$ cat src/rtl/multicycle_main_fsm_pkg.sv
// Shared encodings for the multi-cycle RV32I main controller: opcodes, alu_op,
// datapath mux selects and FSM state codes.
package multicycle_main_fsm_pkg;

    localparam logic [6:0] OP_LW  = 7'b0000011;
    localparam logic [6:0] OP_SW  = 7'b0100011;
    localparam logic [6:0] OP_R   = 7'b0110011;
    localparam logic [6:0] OP_I   = 7'b0010011;
    localparam logic [6:0] OP_JAL = 7'b1101111;
    localparam logic [6:0] OP_BEQ = 7'b1100011;

    localparam logic [1:0] ALUOP_ADD   = 2'b00;
    localparam logic [1:0] ALUOP_SUB   = 2'b01;
    localparam logic [1:0] ALUOP_FUNCT = 2'b10;

    localparam logic [1:0] RES_ALUOUT    = 2'b00;
    localparam logic [1:0] RES_DATA      = 2'b01;
    localparam logic [1:0] RES_ALURESULT = 2'b10;

    localparam logic [1:0] SRCA_PC    = 2'b00;
    localparam logic [1:0] SRCA_OLDPC = 2'b01;
    localparam logic [1:0] SRCA_REGA  = 2'b10;

    localparam logic [1:0] SRCB_REGB = 2'b00;
    localparam logic [1:0] SRCB_IMM  = 2'b01;
    localparam logic [1:0] SRCB_FOUR = 2'b10;

    typedef enum logic [3:0] {
        S_FETCH    = 4'd0,
        S_DECODE   = 4'd1,
        S_MEMADR   = 4'd2,
        S_MEMREAD  = 4'd3,
        S_MEMWB    = 4'd4,
        S_MEMWRITE = 4'd5,
        S_EXECUTER = 4'd6,
        S_EXECUTEI = 4'd7,
        S_JAL      = 4'd8,
        S_ALUWB    = 4'd9,
        S_BEQ      = 4'd10
    } state_e;

endpackage

$ cat src/rtl/multicycle_main_fsm.sv
// Main control FSM of the multi-cycle RV32I core: steps each instruction through
// fetch/decode/execute/writeback and drives the datapath selects, enables and alu_op.
module multicycle_main_fsm
    import multicycle_main_fsm_pkg::*;
#(
    parameter int STATE_W = 4
) (
    input  logic               clk,
    input  logic               reset,
    input  logic [6:0]         op,
    input  logic               Zero,
    output logic               PCWrite,
    output logic               AdrSrc,
    output logic               MemWrite,
    output logic               IRWrite,
    output logic [1:0]         ResultSrc,
    output logic [1:0]         ALUSrcA,
    output logic [1:0]         ALUSrcB,
    output logic               RegWrite,
    output logic [1:0]         alu_op,
    output logic               instr_done,
    output logic               illegal_op,
    output logic [STATE_W-1:0] state_dbg
);

    state_e state_q, state_d;
    logic   illegal_q, illegal_d;
    logic   pc_update, branch;

    // NOTE: sequential state uses non-blocking assignments so every register
    // samples the pre-edge values of its neighbours.
    always_ff @(posedge clk) begin
        if (reset) begin
            state_q   <= S_FETCH;
            illegal_q <= 1'b0;
        end else begin
            state_q   <= state_d;
            illegal_q <= illegal_d;
        end
    end

    // NOTE: every signal written here gets a default first, so no path infers a latch.
    always_comb begin
        state_d    = S_FETCH;
        illegal_d  = illegal_q;
        pc_update  = 1'b0;
        branch     = 1'b0;
        AdrSrc     = 1'b0;
        MemWrite   = 1'b0;
        IRWrite    = 1'b0;
        ResultSrc  = RES_ALUOUT;
        ALUSrcA    = SRCA_PC;
        ALUSrcB    = SRCB_REGB;
        RegWrite   = 1'b0;
        alu_op     = ALUOP_ADD;
        instr_done = 1'b0;

        unique case (state_q)
            S_FETCH: begin
                IRWrite   = 1'b1;
                ALUSrcB   = SRCB_FOUR;
                ResultSrc = RES_ALURESULT;
                pc_update = 1'b1;
                state_d   = S_DECODE;
            end
            S_DECODE: begin
                ALUSrcA = SRCA_OLDPC;
                ALUSrcB = SRCB_IMM;
                case (op)
                    OP_LW, OP_SW: state_d = S_MEMADR;
                    OP_R:         state_d = S_EXECUTER;
                    OP_I:         state_d = S_EXECUTEI;
                    OP_JAL:       state_d = S_JAL;
                    OP_BEQ:       state_d = S_BEQ;
                    default: begin
                        illegal_d  = 1'b1;
                        instr_done = 1'b1;
                    end
                endcase
            end
            S_MEMADR: begin
                ALUSrcA = SRCA_REGA;
                ALUSrcB = SRCB_IMM;
                state_d = (op == OP_SW) ? S_MEMWRITE : S_MEMREAD;
            end
            S_MEMREAD: begin
                AdrSrc  = 1'b1;
                state_d = S_MEMWB;
            end
            S_MEMWB: begin
                ResultSrc  = RES_DATA;
                RegWrite   = 1'b1;
                instr_done = 1'b1;
            end
            S_MEMWRITE: begin
                AdrSrc     = 1'b1;
                MemWrite   = 1'b1;
                instr_done = 1'b1;
            end
            S_EXECUTER: begin
                ALUSrcA = SRCA_REGA;
                alu_op  = ALUOP_FUNCT;
                state_d = S_ALUWB;
            end
            S_EXECUTEI: begin
                ALUSrcA = SRCA_REGA;
                ALUSrcB = SRCB_IMM;
                alu_op  = ALUOP_FUNCT;
                state_d = S_ALUWB;
            end
            S_JAL: begin
                ALUSrcA   = SRCA_OLDPC;
                ALUSrcB   = SRCB_FOUR;
                pc_update = 1'b1;
                state_d   = S_ALUWB;
            end
            S_ALUWB: begin
                RegWrite   = 1'b1;
                instr_done = 1'b1;
            end
            S_BEQ: begin
                ALUSrcA    = SRCA_REGA;
                alu_op     = ALUOP_SUB;
                branch     = 1'b1;
                instr_done = 1'b1;
            end
            default: state_d = S_FETCH;
        endcase

        // Reset aborts the instruction: kill every enable, park selects on FETCH values.
        if (reset) begin
            pc_update  = 1'b0;
            branch     = 1'b0;
            AdrSrc     = 1'b0;
            MemWrite   = 1'b0;
            IRWrite    = 1'b0;
            RegWrite   = 1'b0;
            instr_done = 1'b0;
            ResultSrc  = RES_ALURESULT;
            ALUSrcA    = SRCA_PC;
            ALUSrcB    = SRCB_FOUR;
            alu_op     = ALUOP_ADD;
        end
    end

    assign PCWrite    = (branch & Zero) | pc_update;
    assign illegal_op = illegal_q;
    assign state_dbg  = STATE_W'(state_q);

endmodule
$ cat config.mk
export PLATFORM = sky130hd
export DESIGN_NAME = multicycle_main_fsm
export DESIGN_NICKNAME = d
export VERILOG_FILES = /design/src/rtl/multicycle_main_fsm_pkg.sv /design/src/rtl/multicycle_main_fsm.sv
export SDC_FILE = /design/constraint.sdc
export NUM_CORES = 1
export LEC_CHECK = 0
export ABC_AREA = 1
export CORE_UTILIZATION = 39
export DETAILED_ROUTE_END_ITERATION = 12
export PLACE_DENSITY_LB_ADDON = 0.1
export SLEW_MARGIN = 20
export SYNTH_ARGS = -nofsm -noshare
export SYNTH_HDL_FRONTEND = slang
export SYNTH_SLANG_ARGS = --single-unit
$ cat constraint.sdc
create_clock -name clk -period 2.9 [get_ports clk]
set_input_delay 0.58 -clock clk [delete_from_list [all_inputs] [get_ports clk]]
set_output_delay 0.58 -clock clk [all_outputs]
set_load 0.005 [all_outputs]
-- Yosys cells after proc, flatten, opt, wreduce, memory -nomap -nowiden
Index checks and enable logic that the tools add are counted.
- register bits after elaboration: 5
- input port bits: 10
- output and inout port bits: 19
- logic and storage cells: 60
- equality and inequality tests: 16
- mux-type cells: 26
- bitwise gates (word level): 3
- reductions and logical operators: 13
- operators with widths (kind ; count):
    $pmux 4 s5 ; 2
    $eq 4x3->1 const B ; 4
    $pmux 2 s2 ; 4
    $eq 7x6->1 const B ; 2
    $eq 7x7->1 const B ; 2
    $mux 1 ; 14
    $eq 4x4->1 const B ; 3
    $reduce_or 2->1 ; 6
    $eq 4x2->1 const B ; 2
    $mux 2 ; 4
    $reduce_or 4->1 ; 2
    $eq 7x2->1 const B ; 1
    $eq 7x5->1 const B ; 1
    $reduce_or 3->1 ; 2
    $reduce_or 6->1 ; 1
    $eq 4x1->1 const B ; 1
    $logic_not 4->1 ; 1
    $mux 3 ; 1
    $pmux 1 s2 ; 1
    $reduce_and 2->1 ; 1
    $and 1x1->1 ; 1
    $not 1->1 ; 1
    $or 1x1->1 ; 1

-- Longest topological paths before layout
Gate-level depths: netlist of the first run.
- depth in word-level cells: 5
- mapped depth: 8
- depth with buffers taken out: 8

-- Worst setup path before layout of the first run
Ideal clock, no wire load.
- path type: input -> output
- start point: input port op[3]
- end point: output port instr_done
- arrival time: 1.102 ns
- required time: 2.320 ns
- path slack: 1.218 ns
- cell stages on the path: 6
- path buffers: 0
- cell sequence: inv_1 -> nand2_1 -> nor2_1 -> nand2_1 -> nand3_2 -> a21oi_1
- cells in the longest elaborated chain, start to end: 5
- elaborated cells between the ends (all ways): 10
- those cells by class: eq/ne: 6; mux: 3; reduce/logical: 1
- ends and longest elaborated chain (what ; line ; source):
    from (decl) ; multicycle_main_fsm.sv:10 ; input logic [6:0] op,
    $eq 7x6->1 (tied with other cells) ; multicycle_main_fsm.sv:69 ; case (op)
    $reduce_or 6->1 (no source line) (*) ; -- ;
    $mux 1 (*) ; multicycle_main_fsm.sv:69 ;
    $pmux 1 s2 (*) ; multicycle_main_fsm.sv:58 ; unique case (state_q)
    $mux 1 (*) ; multicycle_main_fsm.sv:131 ; if (reset) begin
    to (decl) ; multicycle_main_fsm.sv:21 ; output logic instr_done,
Mark *: on every way between the ends. The rest lies on a longest branch, timed or not.

-- Worst setup path after layout of the first run
Same ends and word-level chain as after synthesis.

==> impl_metrics.env, run 1 <==
export IMPL_yosysUniqueCellTypes=18
export IMPL_finalSetupViolCount=0
export IMPL_area_growth_pct=65.3
export IMPL_synth_cells=96
export IMPL_diodes=0
export IMPL_worstSkewPairLatency_ns=0.25
export IMPL_top_level_ports=29
export IMPL_ys_ff_latch=5
export IMPL_num_rows=12
export IMPL_grt_max_degree=10
export IMPL_yosysWarnings=0
export IMPL_post_route_period_util_pct=90.7
export IMPL_met2_usage_pct=36.6
export IMPL_path_clk_slew_ns=0.04
export IMPL_nets=139
export IMPL_cts_root_buf="clkbuf_4"
export IMPL_drcViolationCount=0
export IMPL_wl_per_cell_um=8.86
export IMPL_grt_antenna_before_repair=0
export IMPL_die_w_um=38
export IMPL_hold_viol_final=0
export IMPL_grt_pass1_vias=525
export IMPL_place_hpwl_um=1060
export IMPL_grt_pass1_wl_um=2160
export IMPL_yosys_top_cells_count="28 x nand2_1, 17 x nor2_1, 15 x inv_1, 9 x a21oi_1, 6 x nand3_1"
export IMPL_die_h_um=38
export IMPL_grt_busiest_layer="met2"
export IMPL_tightest_slew_ns=0.327
export IMPL_period_needed_ns=2.63
export IMPL_synthFlopType="dfxtp_1"
export IMPL_rsz0062_at_grt="no"
export IMPL_status="finished, final reports clean"
export IMPL_core_area_um2=1160
export IMPL_required_ns=2.32
export IMPL_drv_slew=0
export IMPL_cts_tree="done"
export IMPL_via_count=653
export IMPL_vdd_ir_drop_max_v=0.000289
export IMPL_worstSetupEndpointType="output pin"
export IMPL_drtIter0Drc=13
export IMPL_nFillCells=122
export IMPL_grt_overflow=0
export IMPL_clock_tree_buffer_depth=2
export IMPL_htree_levels=1
export IMPL_cp_arrival_ns=2.05
export IMPL_slew_headroom_pct=78.2
export IMPL_cts_buffers=3
export IMPL_portBuffers=28
export IMPL_clkSinkCount=5
export IMPL_start_util_pct=43.7
export IMPL_globalplace_congestion=0.826
export IMPL_drive_above_1_share_pct=10.9
export IMPL_powerDensity_nw_per_um2=268
export IMPL_synthesis_nets=106
export IMPL_wirelength_um=1260
export IMPL_ant_nets=0
export IMPL_syn_mean_instance_area_um2=5.27
export IMPL_viasPerCell=4.60
export IMPL_crit_path_start_kind="input port"
export IMPL_utilization_pct=72.3
export IMPL_yosys_area_top_type="nand2_1"
export IMPL_ys_top_cells_by_area="nand2_1 21%, dfxtp_1 20%, nor2_1 13%, inv_1 11%, a21oi_1 8.9%"
export IMPL_netlist_area_um2=505
export IMPL_hp_class="register to register"
export IMPL_grtUsageMet1_pct=25.4
export IMPL_die_area_um2=1440
export IMPL_post_synth_top_area_fraction_pct=20.8
export IMPL_p_leak_uw=0.000401
export IMPL_final_setup_tns_ns=0
export IMPL_grt_usage_pct=21.0
export IMPL_path_class="input port to output pin"
export IMPL_cts_setup_buffers=0
export IMPL_fmax_mhz=380
export IMPL_synth_async_reset_ratio_pct=0
export IMPL_synth_edf_count=0
export IMPL_dr_pass1_iters=4
export IMPL_synth_most_common_cell="nand2_1"
export IMPL_multi_input_area_um2=332
export IMPL_critPathMaxFanout=3
export IMPL_cts_hold_buf=0
export IMPL_finClkSkew_ns=0.00614
export IMPL_ctsResizeCount=0
export IMPL_cap_viol_max_count=0
export IMPL_ys_seq_area_share_pct=19.8
export IMPL_grt_use_met3_pct=3.49
export IMPL_regArea_um2=100
-- layout make-up --
cell class / instances / share of cell area [%]
inverters: 17 / 7.78
flip-flops and latches: 5 / 12.0
repair buffers: 30 / 35.3
well taps: 14 / 2.10
multi-input cells: 72 / 39.7
clock buffers: 4 / 3.14
-- report_power, final --
| part | internal [uW] | switching, uW | total (uW) |
|---|---|---|---|
| clock | 52.3 | 33.0 | 85.3 |
| combinational | 35.9 | 28.2 | 64.1 |
| sequential | 71.6 | 2.64 | 74.2 |
-- cell usage in the layout, fill, tap and decap left out, drive strengths merged --
| cell | Yosys | layout |
|---|---|---|
| a21oi | 9 | 9 |
| and3 | 1 | 1 |
| buf | 1 | 2 |
| clkbuf | 1 | 4 |
| clkdlybuf4s50 | 0 | 28 |
| clkinv | 1 | 1 |
| dfxtp | 5 | 5 |
| inv | 16 | 16 |
| nand2 | 29 | 29 |
| nand3 | 7 | 7 |
| nand4 | 1 | 1 |
| nor2 | 21 | 21 |
| o21ai | 3 | 3 |
| o31ai | 1 | 1 |
-- critical path: stages --
cell             delay, ns
clkdlybuf4s50_1       0.50
inv_1                 0.05
nand2_1               0.07
nand2_1               0.06
nand2_1               0.08
nand3_2               0.07
a21oi_1               0.12
clkdlybuf4s50_1       0.52
-- through the flow --
step / setup WS (ns) / hold WS (ns) / cell area [um2] / std cells / total power, uW
2_1_floorplan: 1.22 / 0.447 / 505 / 96 / 103
3_3_place_gp: 0.262 / 0.444 / 810 / 138 / 139
3_5_place_dp: 0.252 / 0.449 / 810 / 138 / 140
4_1_cts: 0.252 / 0.456 / 836 / 142 / 228
5_1_grt: 0.154 / 0.468 / 836 / 142 / 236
6_report: 0.270 / 0.450 / 836 / 142 / 224
-- flip-flops by register name (all words and copies together), names as in the netlist --
name,flops
illegal_op,1
state_dbg,4
-- logic make-up (layout without fill, tap and decap cells) --
kind of cell,after synthesis,count (layout),synth area share (%)
AND/OR/NAND/NOR,59,59,52.2
flip-flops,5,5,19.8
AO/OA/AOI/OAI,13,13,13.4
buffers and inverters,19,51,14.6
-- path summary, 6_finish.rpt --
kind	startpoint	end	slack, ns	cells after the start
worst max-delay path	op[3]	instr_done	0.27	8
worst min-delay path	illegal_op$_SDFFE_PP0P_	illegal_op$_SDFFE_PP0P_	0.45	2
worst max register to register	state_dbg[0]$_SDFF_PP0_	state_dbg[2]$_SDFF_PP0_	1.80	8
worst min register to register	illegal_op$_SDFFE_PP0P_	illegal_op$_SDFFE_PP0P_	0.45	2
-- routing by layer --
layer | share of wire (%) | up-vias | wire (um)
met3 | 4.3 | 2 | 54
met2 | 51 | 20 | 640
met4 | 1.4 | 0 | 18
met5 | 0 | - | 0
met1 | 43 | 271 | 545
li1 | - | 360 | -
No activity file was read; power rests on OpenSTA's default activity.
==> run 2, diff against run 1 <==
--- a/config.mk
+++ b/config.mk
@@ -7,8 +7,10 @@
 export LEC_CHECK = 0
 export ABC_AREA = 1
 export CORE_UTILIZATION = 39
+export CTS_CLUSTER_SIZE = 24
 export DETAILED_ROUTE_END_ITERATION = 12
 export PLACE_DENSITY_LB_ADDON = 0.1
+export SKIP_CTS_REPAIR_TIMING = 1
 export SLEW_MARGIN = 20
 export SYNTH_ARGS = -nofsm -noshare
 export SYNTH_HDL_FRONTEND = slang
==> results of run 2 <==
The final DEF is identical to that of run 1; final timing and power are the same.
==> run 3, diff against run 2 <==
--- a/config.mk
+++ b/config.mk
@@ -7,7 +7,6 @@
 export LEC_CHECK = 0
 export ABC_AREA = 1
 export CORE_UTILIZATION = 39
-export CTS_CLUSTER_SIZE = 24
 export DETAILED_ROUTE_END_ITERATION = 12
 export PLACE_DENSITY_LB_ADDON = 0.1
 export SKIP_CTS_REPAIR_TIMING = 1
==> results of run 3 <==
The final DEF is identical to that of run 1; final timing and power are the same.
